==> src/rtl/dcache_flush_ctrl.sv <==
// Data cache refill/writeback engine: evicts a victim line (writing it back
// when dirty), burst-fills the new contents and forwards the word a pending
// CPU read is waiting for.
module dcache_flush_ctrl #(
    parameter int unsigned DATABITS  = 32,
    parameter int unsigned ADDRBITS  = 32,
    parameter int unsigned LINENUM   = 4,
    parameter int unsigned LINEWORDS = 32
) (
    input  logic                   clk,
    input  logic                   reset,
    // request side
    input  logic                   flush_req,
    input  logic [LINENUM-1:0]     flush_line_sel,
    input  logic                   flush_dirty,
    input  logic [ADDRBITS-1:0]    flush_wb_addr,
    input  logic [ADDRBITS-1:0]    flush_fill_addr,
    output logic                   flush_busy,
    output logic                   flush_done,
    // line access
    output logic [LINENUM-1:0]     flush_mode,
    output logic [$clog2(LINEWORDS)-1:0] flush_addr,
    output logic                   flush_we,
    output logic [DATABITS-1:0]    flush_in,
    input  logic [DATABITS-1:0]    line_wb_data,
    // pending CPU read forwarding
    input  logic                   pend_rdreq,
    input  logic [ADDRBITS-1:0]    pend_addr,
    output logic [DATABITS-1:0]    fwd_data,
    output logic                   fwd_valid,
    // memory controller
    output logic [ADDRBITS-1:0]    mem_addr,
    output logic [DATABITS-1:0]    mem_in,
    output logic                   mem_wrreq,
    input  logic                   mem_wr_ready,
    output logic                   mem_rdreq,
    input  logic [DATABITS-1:0]    mem_out,
    input  logic                   mem_out_valid
);

    localparam int unsigned WIDX = $clog2(LINEWORDS);
    localparam int unsigned BOFS = $clog2(DATABITS / 8);
    localparam int unsigned LOWB = WIDX + BOFS;
    localparam int unsigned TAGW = ADDRBITS - LOWB;
    localparam logic [WIDX-1:0] K_LAST = WIDX'(LINEWORDS - 1);

    typedef enum logic [2:0] {
        S_IDLE      = 3'd0,
        S_WB_RD     = 3'd1,
        S_WB_WR     = 3'd2,
        S_FILL_REQ  = 3'd3,
        S_FILL_DATA = 3'd4,
        S_DONE      = 3'd5
    } state_t;

    state_t              state_q,    state_d;
    logic [WIDX-1:0]     k_q,        k_d;
    logic [LINENUM-1:0]  sel_q,      sel_d;
    logic [TAGW-1:0]     wb_tag_q,   wb_tag_d;
    logic [TAGW-1:0]     fill_tag_q, fill_tag_d;
    logic [DATABITS-1:0] hold_q,     hold_d;
    logic                wb_first_q, wb_first_d;
    logic                fwd_done_q, fwd_done_d;
    logic [DATABITS-1:0] fwd_data_q, fwd_data_d;
    logic                fwd_valid_q, fwd_valid_d;

    logic                fill_beat_c;
    logic                fwd_hit_c;
    logic [DATABITS-1:0] wb_word_c;

    // Low address bits are discarded: bases are line aligned, reads are word granular.
    logic unused_addr_bits;
    assign unused_addr_bits = ^{flush_wb_addr[LOWB-1:0], flush_fill_addr[LOWB-1:0],
                                pend_addr[BOFS-1:0]};

    // Beat accepted from memory, and whether it is the word a queued read wants.
    assign fill_beat_c = (state_q == S_FILL_DATA) && mem_out_valid;
    assign fwd_hit_c   = fill_beat_c && pend_rdreq && !fwd_done_q
                         && (pend_addr[ADDRBITS-1:LOWB] == fill_tag_q)
                         && (pend_addr[LOWB-1:BOFS] == k_q);

    // The line's read port lags flush_addr by one cycle, so on the first
    // WB_WR cycle the word comes straight from the line, afterwards from hold.
    assign wb_word_c = wb_first_q ? line_wb_data : hold_q;

    // Next-state and datapath update.
    always_comb begin
        state_d     = state_q;
        k_d         = k_q;
        sel_d       = sel_q;
        wb_tag_d    = wb_tag_q;
        fill_tag_d  = fill_tag_q;
        hold_d      = hold_q;
        wb_first_d  = 1'b0;
        fwd_done_d  = fwd_done_q;
        fwd_data_d  = fwd_data_q;
        fwd_valid_d = 1'b0;

        case (state_q)
            S_IDLE: begin
                if (flush_req) begin
                    sel_d      = flush_line_sel;
                    wb_tag_d   = flush_wb_addr[ADDRBITS-1:LOWB];
                    fill_tag_d = flush_fill_addr[ADDRBITS-1:LOWB];
                    k_d        = '0;
                    fwd_done_d = 1'b0;
                    state_d    = flush_dirty ? S_WB_RD : S_FILL_REQ;
                end
            end
            S_WB_RD: begin
                wb_first_d = 1'b1;
                state_d    = S_WB_WR;
            end
            S_WB_WR: begin
                if (wb_first_q) begin
                    hold_d = line_wb_data;
                end
                if (mem_wr_ready) begin
                    if (k_q == K_LAST) begin
                        k_d     = '0;
                        state_d = S_FILL_REQ;
                    end else begin
                        k_d     = k_q + WIDX'(1);
                        state_d = S_WB_RD;
                    end
                end
            end
            S_FILL_REQ: begin
                state_d = S_FILL_DATA;
            end
            S_FILL_DATA: begin
                if (mem_out_valid) begin
                    k_d = k_q + WIDX'(1);
                    if (k_q == K_LAST) begin
                        state_d = S_DONE;
                    end
                end
                if (fwd_hit_c) begin
                    fwd_data_d  = mem_out;
                    fwd_valid_d = 1'b1;
                    fwd_done_d  = 1'b1;
                end
            end
            S_DONE: begin
                state_d = S_IDLE;
            end
            default: begin
                state_d = S_IDLE;
            end
        endcase
    end

    // State and datapath registers; reset abandons any transfer in flight.
    always_ff @(posedge clk or posedge reset) begin
        if (reset) begin
            state_q     <= S_IDLE;
            k_q         <= '0;
            sel_q       <= '0;
            wb_tag_q    <= '0;
            fill_tag_q  <= '0;
            hold_q      <= '0;
            wb_first_q  <= 1'b0;
            fwd_done_q  <= 1'b0;
            fwd_data_q  <= '0;
            fwd_valid_q <= 1'b0;
        end else begin
            state_q     <= state_d;
            k_q         <= k_d;
            sel_q       <= sel_d;
            wb_tag_q    <= wb_tag_d;
            fill_tag_q  <= fill_tag_d;
            hold_q      <= hold_d;
            wb_first_q  <= wb_first_d;
            fwd_done_q  <= fwd_done_d;
            fwd_data_q  <= fwd_data_d;
            fwd_valid_q <= fwd_valid_d;
        end
    end

    // Output decode from registered state; fill writes pass mem_out through in the same cycle.
    always_comb begin
        flush_busy = (state_q != S_IDLE);
        flush_done = (state_q == S_DONE);
        flush_mode = (state_q != S_IDLE) ? sel_q : '0;
        flush_addr = '0;
        flush_we   = 1'b0;
        flush_in   = '0;
        mem_addr   = '0;
        mem_in     = '0;
        mem_wrreq  = 1'b0;
        mem_rdreq  = 1'b0;

        case (state_q)
            S_WB_RD: begin
                flush_addr = k_q;
            end
            S_WB_WR: begin
                flush_addr = k_q;
                mem_wrreq  = 1'b1;
                mem_addr   = {wb_tag_q, k_q, {BOFS{1'b0}}};
                mem_in     = wb_word_c;
            end
            S_FILL_REQ: begin
                mem_rdreq = 1'b1;
                mem_addr  = {fill_tag_q, {LOWB{1'b0}}};
            end
            S_FILL_DATA: begin
                flush_addr = k_q;
                if (mem_out_valid) begin
                    flush_we = 1'b1;
                    flush_in = mem_out;
                end
            end
            default: begin
            end
        endcase
    end

    assign fwd_data  = fwd_data_q;
    assign fwd_valid = fwd_valid_q;

endmodule

==> config.mk <==
export PLATFORM = sky130hd
export DESIGN_NAME = dcache_flush_ctrl
export DESIGN_NICKNAME = d
export VERILOG_FILES = /design/src/rtl/dcache_flush_ctrl.sv
export SDC_FILE = /design/constraint.sdc
export NUM_CORES = 1
export LEC_CHECK = 0
export BUFFER_PORTS_ARGS = -buffer_cell sky130_fd_sc_hd__buf_2
export CAP_MARGIN = 20
export CELL_PAD_IN_SITES_DETAIL_PLACEMENT = 0
export CELL_PAD_IN_SITES_GLOBAL_PLACEMENT = 1
export CORE_ASPECT_RATIO = 0.8
export CORE_MARGIN = 2
export CORE_UTILIZATION = 38
export CTS_BUF_LIST = sky130_fd_sc_hd__clkbuf_8 sky130_fd_sc_hd__clkbuf_16
export DETAILED_ROUTE_END_ITERATION = 7
export HOLD_SLACK_MARGIN = 0.1
export PLACE_DENSITY_LB_ADDON = 0.12
export SYNTH_ARGS = -nofsm -noshare
export SYNTH_HDL_FRONTEND = slang
export SYNTH_SLANG_ARGS = --single-unit
export TNS_END_PERCENT = 20
==> constraint.sdc <==
create_clock -name clk -period 8.4 [get_ports clk]
set_input_delay 1.68 -clock clk [delete_from_list [all_inputs] [get_ports clk]]
set_output_delay 1.68 -clock clk [all_outputs]
set_load 0.01 [all_outputs]
==> run metrics <==
Die Height 121.5 um; wirelength, routed 17660 um; endpoint type of the worst setup path primary output; worst path bufs/invs 2; H-tree levels 4; GR Util met1 23.36%; final number of setup-violating endpoints 0; Pint 0.001875 W; Leak 4.610 nW; wire per inst 16.97 um; NetSw 0.0009734 W; Tmin final 5.213 ns; Area contributors post-synth dfrtp_1 49%, mux2_2 15%, mux2_4 6.6%; root buf cell clkbuf_16; ANT nets after route 0; routed vias 5014; Sink Count 129; pwr dens 324.3 nW/um2; worst-margin pin slew 0.9535 ns; Overall Power 0.002848 W; Max Clk Rate 191.8 MHz; initial antenna violation count 1; Post-synth EDFFs 0; crit path max fanout 26; Final Slew Violations 0; hold path startpoint sel_q[2]$_DFFE_PP0P_; setup_tns 0 ns; fin nets 980; crit-path cells nor2b_1, nand2_1, clkinv_1, a22o_1, buf_2; layout cell share with drive strength beyond 1 55.85%; largest area contributor in the netlist dfrtp_1; Synth Warn # 0; CP required 6.72 ns; Setup Fix Bufs, Post-CTS 0; CP max stage delay 0.97 ns; CP Launch Type register; cts hold-fix bufs 0; Hold Vio Cnt, Final 0; Flop pwr share 36.7%; port bufs 295; DP Wirelength 12800 um; Area Overhead vs Synth 34.03%; DP Area 8163 um2; Finished Core Util 52.55%; Final period util 62.06%; starting density of the core 39.21%; cells after synthesis 520; status finished, final reports clean; worst skew pair latency 0.42 ns; Seq cells post-synth 129; first-pass GRT wire length 26710 um; Synth Area per Inst 12.60 um2; most common cell in the synthesized netlist dfrtp_1; routability cong. 0.7759; vias per inst 4.817; Hold Crit Class reg -> reg; global-route total usage across every layer 19.19%; Rows 42; relative slew slack 36.04%; Die Area 18320 um2; worst vdd ir 0.0001656 V; DRT iter0 DRCs 193; clk_skew 0.007248 ns; GR Overflow Total 0; width of the die 150.8 um; RSZ-0062 raised after global routing false; Post-synth top cells 129 x dfrtp_1, 89 x mux2_2, 39 x and2_1, 37 x nor2_1, 32 x mux2i_1; vias in the first global route 5159; DRC Markers 0; fin area 8782 um2; beginning of the critical path state_q[2]$_DFFE_PP0P_; Crit-path slowest cell clkinv_1; critical setup path kind reg -> out; Reg clk slew, reported paths 0.06 ns; register area share after synthesis 49.26%; pin count of the biggest net entering global routing 86; CP top delay family buffers and inverters; Worst EP arrival 3.53 ns; CTS max path bufs 2; Comb pwr share 38.2%; Fillers 1491; cts bufs inserted 17; launching point of the worst reg2reg path state_q[1]$_DFFE_PP0P_; Synth cell types 43; Core Box Area 16710 um2; mapped cell area 6553 um2; TritonCTS clock tree done; clock power share 25.1%; Primary FF master, synth dfrtp_1; post-synthesis async set-or-reset flop share 100.0%; top cell type's share of synthesized area 49.26%; Max Cap Viol 0; GR Util met2 31.68%; IO Pins 314; post_cts resized 0; switch share 34.18%; busiest grt layer met2; met3 usage 5.865%; DRT Pass-1 Iters 4
[metrics by stage]
step / setup slack [ns] / hold slack [ns] / cells
finish: 3.187 / 0.4960 / 1041
global route: 2.970 / 0.5181 / 1041
CTS: 3.243 / 0.4940 / 1038
detailed placement: 3.672 / 0.4817 / 1006
global placement: 3.112 / 0.4687 / 1005
floorplan: 3.279 / 0.4574 / 521
[final timing paths]
kind / depth (start not counted) / slack, ns / to
max in group asynchronous: 4 / 6.09 / hold_q[28]$_DFFE_PP0P_
setup reg to reg: 6 / 5.54 / fwd_data[29]$_DFFE_PP0P_
hold reg to reg: 1 / 0.50 / sel_q[2]$_DFFE_PP0P_
setup / recovery: 5 / 3.19 / mem_addr[9]
hold / removal: 1 / 0.50 / sel_q[2]$_DFFE_PP0P_
min in group asynchronous: 2 / 1.27 / fwd_data[24]$_DFFE_PP0P_
[power by group through the flow]
stage,Clock (W),Combinational (W),Sequential [W]
6_report,0.000715,0.00109,0.00104
5_1_grt,0.000763,0.00119,0.00108
4_1_cts,0.000734,0.00110,0.00105
3_5_place_dp,0,0.00110,0.00106
3_3_place_gp,0,0.00106,0.00104
2_1_floorplan,0,0.000830,0.000963
[flip-flops by register name, summed over array words and instances (netlist names)]
signal and flops:
fill_tag_q 25, fwd_data 32, fwd_done_q 1, fwd_valid 1, hold_q 32, k_q 5
sel_q 4, state_q 3, wb_first_q 1, wb_tag_q 25
[area by class of cell]
class | count | area [um2] | area share (%)
inverter | 5 | 23.77 | 0.2707
antenna | 1 | 2.502 | 0.02849
tap | 220 | 275.3 | 3.134
sequential | 129 | 3229 | 36.77
clock inverter | 13 | 121.4 | 1.382
multi-input combinational | 352 | 3100 | 35.30
timing repair buffer | 302 | 1577 | 17.95
clock buffer | 19 | 452.9 | 5.157
[cells by family (layout without fill, tap and decap cells)]
group	after synthesis	after routing	synth area share (%)
buffers and inverters	40	339	3.494
adder cells (fa/ha/maj)	2	2	0.3818
XOR/XNOR	31	31	4.144
multiplexers	151	151	27.00
AND/OR/NAND/NOR	123	123	10.56
flip-flops	129	129	49.26
other	1	3	0.05723
AO/OA/AOI/OAI	43	43	5.098
[layout by cell type (no fill, tap or decap), types with 7 or more instances in the layout]
cell / instances
mux2_4: 29
and3_1: 8
xnor2_1: 24
nor2_1: 37
mux2i_1: 32
clkbuf_16: 17
a22o_1: 26
and2_1: 38
dfrtp_1: 128
nand2_1: 9
mux2_2: 89
xor2_1: 7
buf_2: 295
o21ai_0: 8
[layer usage]
layer | wire length (um) | share of wire, %
met1 | 7437 | 42
met3 | 1311 | 7.4
met5 | 0 | 0
met2 | 8492 | 48
met4 | 422 | 2.4
[worst register-to-register path: stages, from the launching register on]
cell and delay, ns:
dfrtp_1 0.53, nand2b_4 0.26, nor3b_4 0.24, buf_8 0.21, and4_1 0.27, nand4_4 0.65
mux2_4 0.58
Power figures use the tool's default switching activity.
